`config.mk`:
```
export PLATFORM = sky130hd
export DESIGN_NAME = w5300_reg_cmd_seq
export DESIGN_NICKNAME = d
export VERILOG_FILES = /design/src/rtl/w5300_reg_cmd_seq.sv
export SDC_FILE = /design/constraint.sdc
export NUM_CORES = 1
export LEC_CHECK = 0
export BUFFER_PORTS_ARGS = -buffer_cell sky130_fd_sc_hd__buf_4
export CAP_MARGIN = 20
export CORE_MARGIN = 8
export CORE_UTILIZATION = 55
export CTS_CLUSTER_DIAMETER = 100
export CTS_CLUSTER_SIZE = 40
export DETAILED_ROUTE_END_ITERATION = 16
export PLACE_DENSITY = 0.76
export RECOVER_POWER = 25
export SLEW_MARGIN = 0
export SYNTH_ARGS = -nofsm -noshare
export SYNTH_HDL_FRONTEND = slang
export SYNTH_SLANG_ARGS = --single-unit
export TNS_END_PERCENT = 100
```
`constraint.sdc`:
```
create_clock -name clk -period 2.69 [get_ports clk]
set_input_delay 0.1345 -clock clk [delete_from_list [all_inputs] [get_ports clk]]
set_output_delay 0.1345 -clock clk [all_outputs]
set_load 0.02 [all_outputs]
```
`src/rtl/w5300_reg_cmd_seq.sv`:
```
`default_nettype none
// ============================================================================
// Module   : w5300_reg_cmd_seq
// Function : Buffers W5300 word read/write commands in a small FIFO and issues
//            them one at a time to the parallel r/w interface, returning one
//            tagged response per command with data or error.
// Revision : 1.0  initial release
// ============================================================================
module w5300_reg_cmd_seq #(
    parameter int FIFO_AW      = 2,
    parameter int TAG_W        = 4,
    parameter int BUSY_TIMEOUT = 64,
    parameter int DONE_TIMEOUT = 1024
) (
    input  logic             clk,
    input  logic             rst,
    input  logic             cmd_valid,
    output logic             cmd_ready,
    input  logic             cmd_rd,
    input  logic [9:0]       cmd_addr,
    input  logic [15:0]      cmd_wdata,
    input  logic [TAG_W-1:0] cmd_tag,
    output logic             rsp_valid,
    input  logic             rsp_ready,
    output logic [15:0]      rsp_rdata,
    output logic [TAG_W-1:0] rsp_tag,
    output logic [1:0]       rsp_err,
    output logic [11:0]      if_caddr,
    output logic [15:0]      if_wr_data,
    input  logic [15:0]      if_rd_data,
    input  logic             if_rw_ready,
    output logic             busy
);

    localparam int c_DEPTH = 1 << FIFO_AW;
    localparam int c_ENT_W = 1 + 10 + 16 + TAG_W;
    localparam int c_CNT_W = $clog2(DONE_TIMEOUT + 1);
    localparam logic [c_CNT_W-1:0] c_BUSY_LAST = c_CNT_W'(BUSY_TIMEOUT - 1);
    localparam logic [c_CNT_W-1:0] c_DONE_LAST = c_CNT_W'(DONE_TIMEOUT - 1);
    localparam logic [c_CNT_W-1:0] c_CNT_MAX   = '1;

    typedef enum logic [2:0] {
        S_IDLE      = 3'd0,
        S_ISSUE     = 3'd1,
        S_WAIT_BUSY = 3'd2,
        S_WAIT_DONE = 3'd3,
        S_RESP      = 3'd4
    } state_t;

    state_t             r_state;
    logic [c_ENT_W-1:0] r_mem [c_DEPTH];
    logic [FIFO_AW:0]   r_wptr;
    logic [FIFO_AW:0]   r_rptr;
    logic               r_rd;
    logic [9:0]         r_addr;
    logic [15:0]        r_wdata;
    logic [TAG_W-1:0]   r_tag;
    logic [c_CNT_W-1:0] r_cnt;
    logic               r_rsp_valid;
    logic [15:0]        r_rsp_rdata;
    logic [TAG_W-1:0]   r_rsp_tag;
    logic [1:0]         r_rsp_err;
    logic [11:0]        r_if_caddr;
    logic [15:0]        r_if_wr_data;

    logic               w_empty;
    logic               w_full;
    logic               w_push;
    logic               w_pop;
    logic [c_ENT_W-1:0] w_head;
    logic               w_head_rd;
    logic [9:0]         w_head_addr;
    logic [15:0]        w_head_wdata;
    logic [TAG_W-1:0]   w_head_tag;
    logic [c_CNT_W-1:0] w_cnt_inc;

    // Extra pointer bit distinguishes full from empty when the indices match
    assign w_empty = (r_wptr == r_rptr);
    assign w_full  = (r_wptr[FIFO_AW] != r_rptr[FIFO_AW]) &&
                     (r_wptr[FIFO_AW-1:0] == r_rptr[FIFO_AW-1:0]);
    assign w_push  = cmd_valid && !w_full;
    assign w_pop   = (r_state == S_IDLE) && !w_empty;

    assign w_head       = r_mem[r_rptr[FIFO_AW-1:0]];
    assign w_head_rd    = w_head[c_ENT_W-1];
    assign w_head_addr  = w_head[c_ENT_W-2 -: 10];
    assign w_head_wdata = w_head[TAG_W +: 16];
    assign w_head_tag   = w_head[TAG_W-1:0];

    assign w_cnt_inc = (r_cnt == c_CNT_MAX) ? r_cnt : r_cnt + c_CNT_W'(1);

    assign cmd_ready  = !w_full;
    assign busy       = !w_empty || (r_state != S_IDLE);
    assign rsp_valid  = r_rsp_valid;
    assign rsp_rdata  = r_rsp_rdata;
    assign rsp_tag    = r_rsp_tag;
    assign rsp_err    = r_rsp_err;
    assign if_caddr   = r_if_caddr;
    assign if_wr_data = r_if_wr_data;

    always_ff @(posedge clk) begin
        if (w_push) begin
            r_mem[r_wptr[FIFO_AW-1:0]] <= {cmd_rd, cmd_addr, cmd_wdata, cmd_tag};
        end
    end

    always_ff @(posedge clk) begin
        if (rst) begin
            r_wptr <= '0;
            r_rptr <= '0;
        end else begin
            if (w_push) r_wptr <= r_wptr + 1'b1;
            if (w_pop)  r_rptr <= r_rptr + 1'b1;
        end
    end

    always_ff @(posedge clk) begin
        if (rst) begin
            r_state      <= S_IDLE;
            r_rd         <= 1'b0;
            r_addr       <= '0;
            r_wdata      <= '0;
            r_tag        <= '0;
            r_cnt        <= '0;
            r_rsp_valid  <= 1'b0;
            r_rsp_rdata  <= '0;
            r_rsp_tag    <= '0;
            r_rsp_err    <= '0;
            r_if_caddr   <= '0;
            r_if_wr_data <= '0;
        end else begin
            r_cnt <= w_cnt_inc;
            case (r_state)
                S_IDLE: begin
                    if (!w_empty) begin
                        r_rd    <= w_head_rd;
                        r_addr  <= w_head_addr;
                        r_wdata <= w_head_wdata;
                        r_tag   <= w_head_tag;
                        r_cnt   <= '0;
                        if (w_head_addr[0]) begin
                            r_rsp_valid <= 1'b1;
                            r_rsp_err   <= 2'd1;
                            r_rsp_rdata <= '0;
                            r_rsp_tag   <= w_head_tag;
                            r_state     <= S_RESP;
                        end else begin
                            r_state <= S_ISSUE;
                        end
                    end
                end
                S_ISSUE: begin
                    if (if_rw_ready) begin
                        r_if_caddr   <= {1'b1, r_rd, r_addr};
                        r_if_wr_data <= r_wdata;
                        r_cnt        <= '0;
                        r_state      <= S_WAIT_BUSY;
                    end
                end
                S_WAIT_BUSY: begin
                    // Strobe lasts only the first cycle here; address and rd stay put
                    r_if_caddr[11] <= 1'b0;
                    if (!if_rw_ready) begin
                        r_cnt   <= '0;
                        r_state <= S_WAIT_DONE;
                    end else if (r_cnt >= c_BUSY_LAST) begin
                        r_cnt       <= '0;
                        r_rsp_valid <= 1'b1;
                        r_rsp_err   <= 2'd2;
                        r_rsp_rdata <= '0;
                        r_rsp_tag   <= r_tag;
                        r_state     <= S_RESP;
                    end
                end
                S_WAIT_DONE: begin
                    if (if_rw_ready) begin
                        r_cnt       <= '0;
                        r_rsp_valid <= 1'b1;
                        r_rsp_err   <= 2'd0;
                        r_rsp_rdata <= r_rd ? if_rd_data : 16'h0000;
                        r_rsp_tag   <= r_tag;
                        r_state     <= S_RESP;
                    end else if (r_cnt >= c_DONE_LAST) begin
                        r_cnt       <= '0;
                        r_rsp_valid <= 1'b1;
                        r_rsp_err   <= 2'd3;
                        r_rsp_rdata <= '0;
                        r_rsp_tag   <= r_tag;
                        r_state     <= S_RESP;
                    end
                end
                S_RESP: begin
                    if (rsp_ready) begin
                        r_cnt       <= '0;
                        r_rsp_valid <= 1'b0;
                        r_state     <= S_IDLE;
                    end
                end
                default: r_state <= S_IDLE;
            endcase
        end
    end

endmodule
`default_nettype wire

```
---- After elaboration in Yosys (flattened, before gate mapping) ----
Memories as Yosys holds them, arrays and structs flattened. A register that Yosys moved wholly into a read port is not among the register bits.
Index checks and enable logic that the tools add are counted.
word-level totals
  register bits after elaboration ......... 102
  bits in writable memories ............... 124
  input bits .............................. 52
  output and inout bits ................... 53
  memories kept ........................... 1
operators by class
  add/sub/neg operators ................... 3
  $lt $le $gt $ge ......................... 2
  eq/ne operators ......................... 16
  mux-type cells .......................... 54
  bitwise operators ....................... 1
  reductions and logical operators ........ 17
memory list
  memory  depth  bits a word  read ports  clocked after memory_dff  write ports  RTL line  source
  r_mem   4      31           1           1                         1            51        logic [c_ENT_W-1:0] r_mem [c_DEPTH];
operators by type and width
  kind                                                                                    count
  16-bit two-way mux                                                                      7
  11-bit two-way mux                                                                      8
  11-bit one-hot mux with 5 select lines                                                  1
  16-bit one-hot mux with 3 select lines                                                  1
  3-bit two-way mux                                                                       8
  4-bit two-way mux                                                                       6
  2-bit two-way mux                                                                       8
  3-bit one-hot mux with 5 select lines                                                   1
  12-bit two-way mux                                                                      1
  2-bit inequality test (second input constant)                                           6
  4-bit one-hot mux with 3 select lines                                                   1
  11-bit by 1-bit adder with 11-bit output (second input constant)                        1
  11-bit == test (second input constant)                                                  1
  11-bit by 10-bit greater-or-equal comparator with 1-bit output (second input constant)  1
  11-bit by 6-bit greater-or-equal comparator with 1-bit output (second input constant)   1
  1-bit two-way mux                                                                       9
  7-bit AND reduction                                                                     1
  3-bit by 1-bit adder with 3-bit output (second input constant)                          2
  3-bit by 2-bit == test with 1-bit output (second input constant)                        2
  3-bit inequality test (second input constant)                                           2
  2-bit one-hot mux with 3 select lines                                                   1
  2-bit AND reduction                                                                     3
  6-bit AND reduction                                                                     1
  3-bit nonzero test                                                                      2
  other kinds (15)                                                                        18

---- Longest topological paths before layout ----
  depth in word-level cells ............... 6
  gate-level depth with buffers ........... 8
  depth with buffers taken out ............ 6

---- Worst setup path after synthesis ----
OpenSTA, ideal clock, no wires.
  path kind ............................... register to register
  start point ............................. register r_wptr[1]
  end point ............................... memory r_mem[3][0] (netlist name), enable pin
  library setup time ...................... 392 ps
  arrival ................................. 1769 ps
  required time ........................... 2298 ps
  path slack .............................. 529 ps
  cell stages (with the launch flop) ...... 4
  path buffers ............................ 0
  cells stage by stage .................... dfxtp_1 > xnor2_1 > a31oi_1 > and2_1
between the ends
  longest elaborated chain between the ends .. 6
ends and longest elaborated chain
  item                                     RTL line  source
  from (decl)                              52        logic [FIFO_AW:0] r_wptr;
  from (signal assigned)                   112       if (w_push) r_wptr <= r_wptr + 1'b1;
  2-bit == test                            80        (r_wptr[FIFO_AW-1:0] == r_rptr[FIFO_AW-1:0]);
  1-bit logical AND                        79        assign w_full = (r_wptr[FIFO_AW] != r_rptr[FIFO_AW]) &&
  1-bit zero test                          81        assign w_push = cmd_valid && !w_full;
  1-bit logical AND                        81
  1-bit two-way mux                        102       if (w_push) begin
  1-bit two-way mux (implied by the code)  103       r_mem[r_wptr[FIFO_AW-1:0]] <= {cmd_rd, cmd_addr, cmd_wdata, cmd_tag};
  to (decl)                                51
Parallel ways exist; a longest one is shown, timed or not.

---- Final worst setup path ----
  start point ............................. register r_state[0]
  end point ............................... register r_rsp_rdata[0] (netlist: rsp_rdata[0])
between the ends
  longest elaborated chain between the ends .. 3
  elaborated cells on any way between the ends .. 11
  those cells by class .................... 7 x eq/ne; 1 x mux; 3 x reduce/logical
ends and longest elaborated chain
  item                                                                         RTL line  source
  from (decl)                                                                  50        state_t r_state;
  from (signal assigned)                                                       119       r_state <= S_IDLE;
  from (signal assigned)                                                       146       r_state <= S_RESP;
  from (signal assigned)                                                       148       r_state <= S_ISSUE;
  3-bit by 2-bit == test with 1-bit output or 3-bit zero test (tied branches)  133       case (r_state)
  3-bit inequality test (no line), or another cell as far along                --
  6-bit AND reduction (no line)                                                --
  to (signal assigned)                                                         180       r_rsp_rdata <= r_rd ? if_rd_data : 16'h0000;
  to (decl)                                                                    60        logic [15:0] r_rsp_rdata;
Parallel ways exist; a longest one is shown, timed or not.
A chain may end at the register's enable or synchronous reset.

==> flow_metrics.tcl <==
set metrics [dict create \
    worstPathMaxFanout 16 \
    core.rowCount 45 \
    cts_made_buffers 10 \
    async_flop_share 0 \
    maxSlewHeadroom 0.5974 \
    synth_area_leader_cell "edfxtp_1" \
    fillers 1072 \
    max_freq_mhz 457.1 \
    skew_ns 0.01793 \
    wl_per_cell_um 18.78 \
    coreArea_sq_mm 0.01520 \
    dominantRegCellSynth "edfxtp_1" \
    via_count 5436 \
    drive_gt1_frac 0.2067 \
    path_class "reg -> reg" \
    endpoint_kind "flip-flop" \
    synth_edf_count 124 \
    yosys.area.top_type_share 0.4347 \
    first_global_vias 5458 \
    cp-start-kind "flip-flop" \
    slew_violations 0 \
    ys_types 52 \
    power.density_mw_per_mm2 866.1 \
    grt_max_degree 45 \
    synth_area_leaders "edfxtp_1 (43%), dfxtp_1 (24%), mux4_2 (8.2%)" \
    gp_congestion 0.7838 \
    hpwl_mm 11.68 \
    final-setup-viol-count 0 \
    final_nets 829 \
    period_minus_slack_ns 2.188 \
    antenna_found_initial 1 \
    cp.required_ns 3.12 \
    viasPerCell 5.645 \
    io_pins 105 \
    ys_seq_area_frac 0.6778 \
    synth.cell_area_sq_mm 0.008566 \
    synth.net_count 687 \
    htreeDepth 1 \
    ant_nets 0 \
    clk_pin_slew_ns 0.13 \
    finalHoldViolCount 0 \
    clk-insertion-delay-late_ns 0.47 \
    ys_warn_count 0 \
    syn_area_per_cell_sq_um 13.62 \
    die_h_um 140.8 \
    worstMarginPinSlew_ns 0.6039 \
    tns_ns 0 \
    hold_class "in -> reg" \
    final.setup.worst_slack_ns 0.5022 \
    firstDrtPassIters 5 \
    ys_seq_elements 228 \
    syn_inst 629 \
    fin_crit_sh 0.8133 \
    track_usage 0.1794 \
    die_w_um 140.8 \
    gr-total-overflow 0 \
    root_buffer "clkbuf_16" \
    pre_cts_ws_ns 0.5614 \
    status "completed" \
    rsz0062_at_grt "false" \
    drc 0 \
    start_util 0.5635 \
    totalWireLength_mm 18.08 \
    clock_path_buffers 3 \
    maxCapViolations 0 \
    die_area_sq_mm 0.01982 \
    numClockSinks 228 \
    area_delta_synth_final_pct 20.26 \
    peakVddDrop_mv 0.4603 \
    power_leakage_nw 3.607 \
    numPortBuffers 104 \
    grt_pass1_wl_mm 28.80 \
    cts_tree "built" \
    cp.arrival_ns 2.61 \
    drtIter0Drc 547 \
]
==> per-layer routing <==
metal	wire length, um	GRT usage	vias to the layer above
met5	0	0	-
met4	308	0.04129	0
met3	1229	0.03916	23
met2	8863	0.3083	173
met1	7680	0.2278	2662
li1	-	-	2578
==> kinds of logic after synthesis <==
kind of cell | count (synthesis) | synth area share
buffers and inverters | 41 | 0.02293
multiplexers | 37 | 0.08852
flip-flops | 228 | 0.6778
AND/OR/NAND/NOR | 187 | 0.1012
XOR/XNOR | 16 | 0.01636
AO/OA/AOI/OAI | 114 | 0.08443
adder cells (fa/ha/maj) | 6 | 0.008764
==> worst max-delay path: stages, from the launching register on <==
cell      delay, ns
dfxtp_1        0.62
nand2b_1       0.17
or3_1          0.40
o211a_4        0.33
a21oi_4        0.40
a22o_2         0.21
==> state kept, by name, summed over array words and instances (netlist names), named ones only <==
register    flops
r_rptr          3
rsp_tag         4
rsp_valid       1
r_tag           4
if_wr_data     16
if_caddr       12
rsp_err         2
rsp_rdata      16
r_cnt          11
r_addr         10
r_mem         124
r_wdata        16
r_wptr          3
r_rd            1
r_state         3
==> cell usage in the layout, fill, tap and decap left out, types with 7 or more instances in the layout <==
cell type / netlist / final
buf_4: 0 / 89
nor2_1: 10 / 10
nand3_1: 7 / 7
clkbuf_1: 20 / 27
a22o_1: 14 / 14
clkbuf_16: 0 / 12
dfxtp_1: 104 / 103
nor2_2: 10 / 10
edfxtp_1: 124 / 124
mux4_2: 31 / 31
nand2_1: 127 / 127
xnor2_1: 11 / 11
a21oi_1: 74 / 74
dlygate4sd3_1: 0 / 48
==> timing repair <==
item	4_1_cts	5_1_grt
resized for setup	0	0
endpoints found under the hold margin	141	0
setup buffers	0	0
hold buffers	48	0
==> through the flow <==
stage | hold WS (ns) | instances | power (mW) | cell area [sq um] | utilization
finish | 0.04323 | 963 | 8.922 | 10300 | 0.6776
global route | 0.04721 | 963 | 9.384 | 10300 | 0.6776
CTS | 0.01695 | 962 | 9.010 | 10400 | 0.6841
detailed placement | 0.3378 | 899 | 7.049 | 9557 | 0.6286
global placement | 0.3351 | 899 | 6.950 | 9557 | 0.6286
floorplan | 0.2334 | 629 | 6.286 | 8566 | -
==> cell usage after synthesis, types with 6 or more instances <==
master and number:
nor2_2 10, xnor2_1 11, nand3_1 7, mux4_2 31
dfxtp_1 104, nand2_1 127, clkbuf_1 20, buf_2 10
nor2_1 10, a21oi_1 74, ha_1 6, mux2i_1 6
a22o_1 14, edfxtp_1 124
==> where the power goes <==
part	leakage (nW)	switching (mW)	total, mW	internal, mW
sequential	1.98	0.255	4.35	4.09
combinational	1.45	1.54	2.66	1.12
clock	0.173	1.07	1.92	0.849
total	3.61	2.86	8.92	6.06
==> final cells by class <==
cell class              count  area, sq um  share of cell area
inverters                   5        18.77            0.001822
repair buffers            166         1290              0.1252
multi-input cells         360         2585              0.2509
clock buffers              12        300.3             0.02915
flip-flops and latches    228         5807              0.5637
diodes                      1        2.502           0.0002429
clock inverters             3        62.56            0.006073
well taps                 188        235.2             0.02284
==> path summary, 6_finish.rpt <==
kind,from,end,slack (ns),cells past startpoint
worst max register to register,r_state[0]$_SDFFE_PP0P_,rsp_rdata[0]$_SDFFE_PP0P_,0.50,5
worst max-delay path,r_state[0]$_SDFFE_PP0P_,rsp_rdata[0]$_SDFFE_PP0P_,0.50,5
worst min-delay path,if_rw_ready,r_state[0]$_SDFFE_PP0P_,0.04,3
worst min register to register,r_wdata[12]$_SDFFE_PP0P_,r_wdata[12]$_SDFFE_PP0P_,0.46,2
Note: power is estimated with default switching activity, not from simulation.
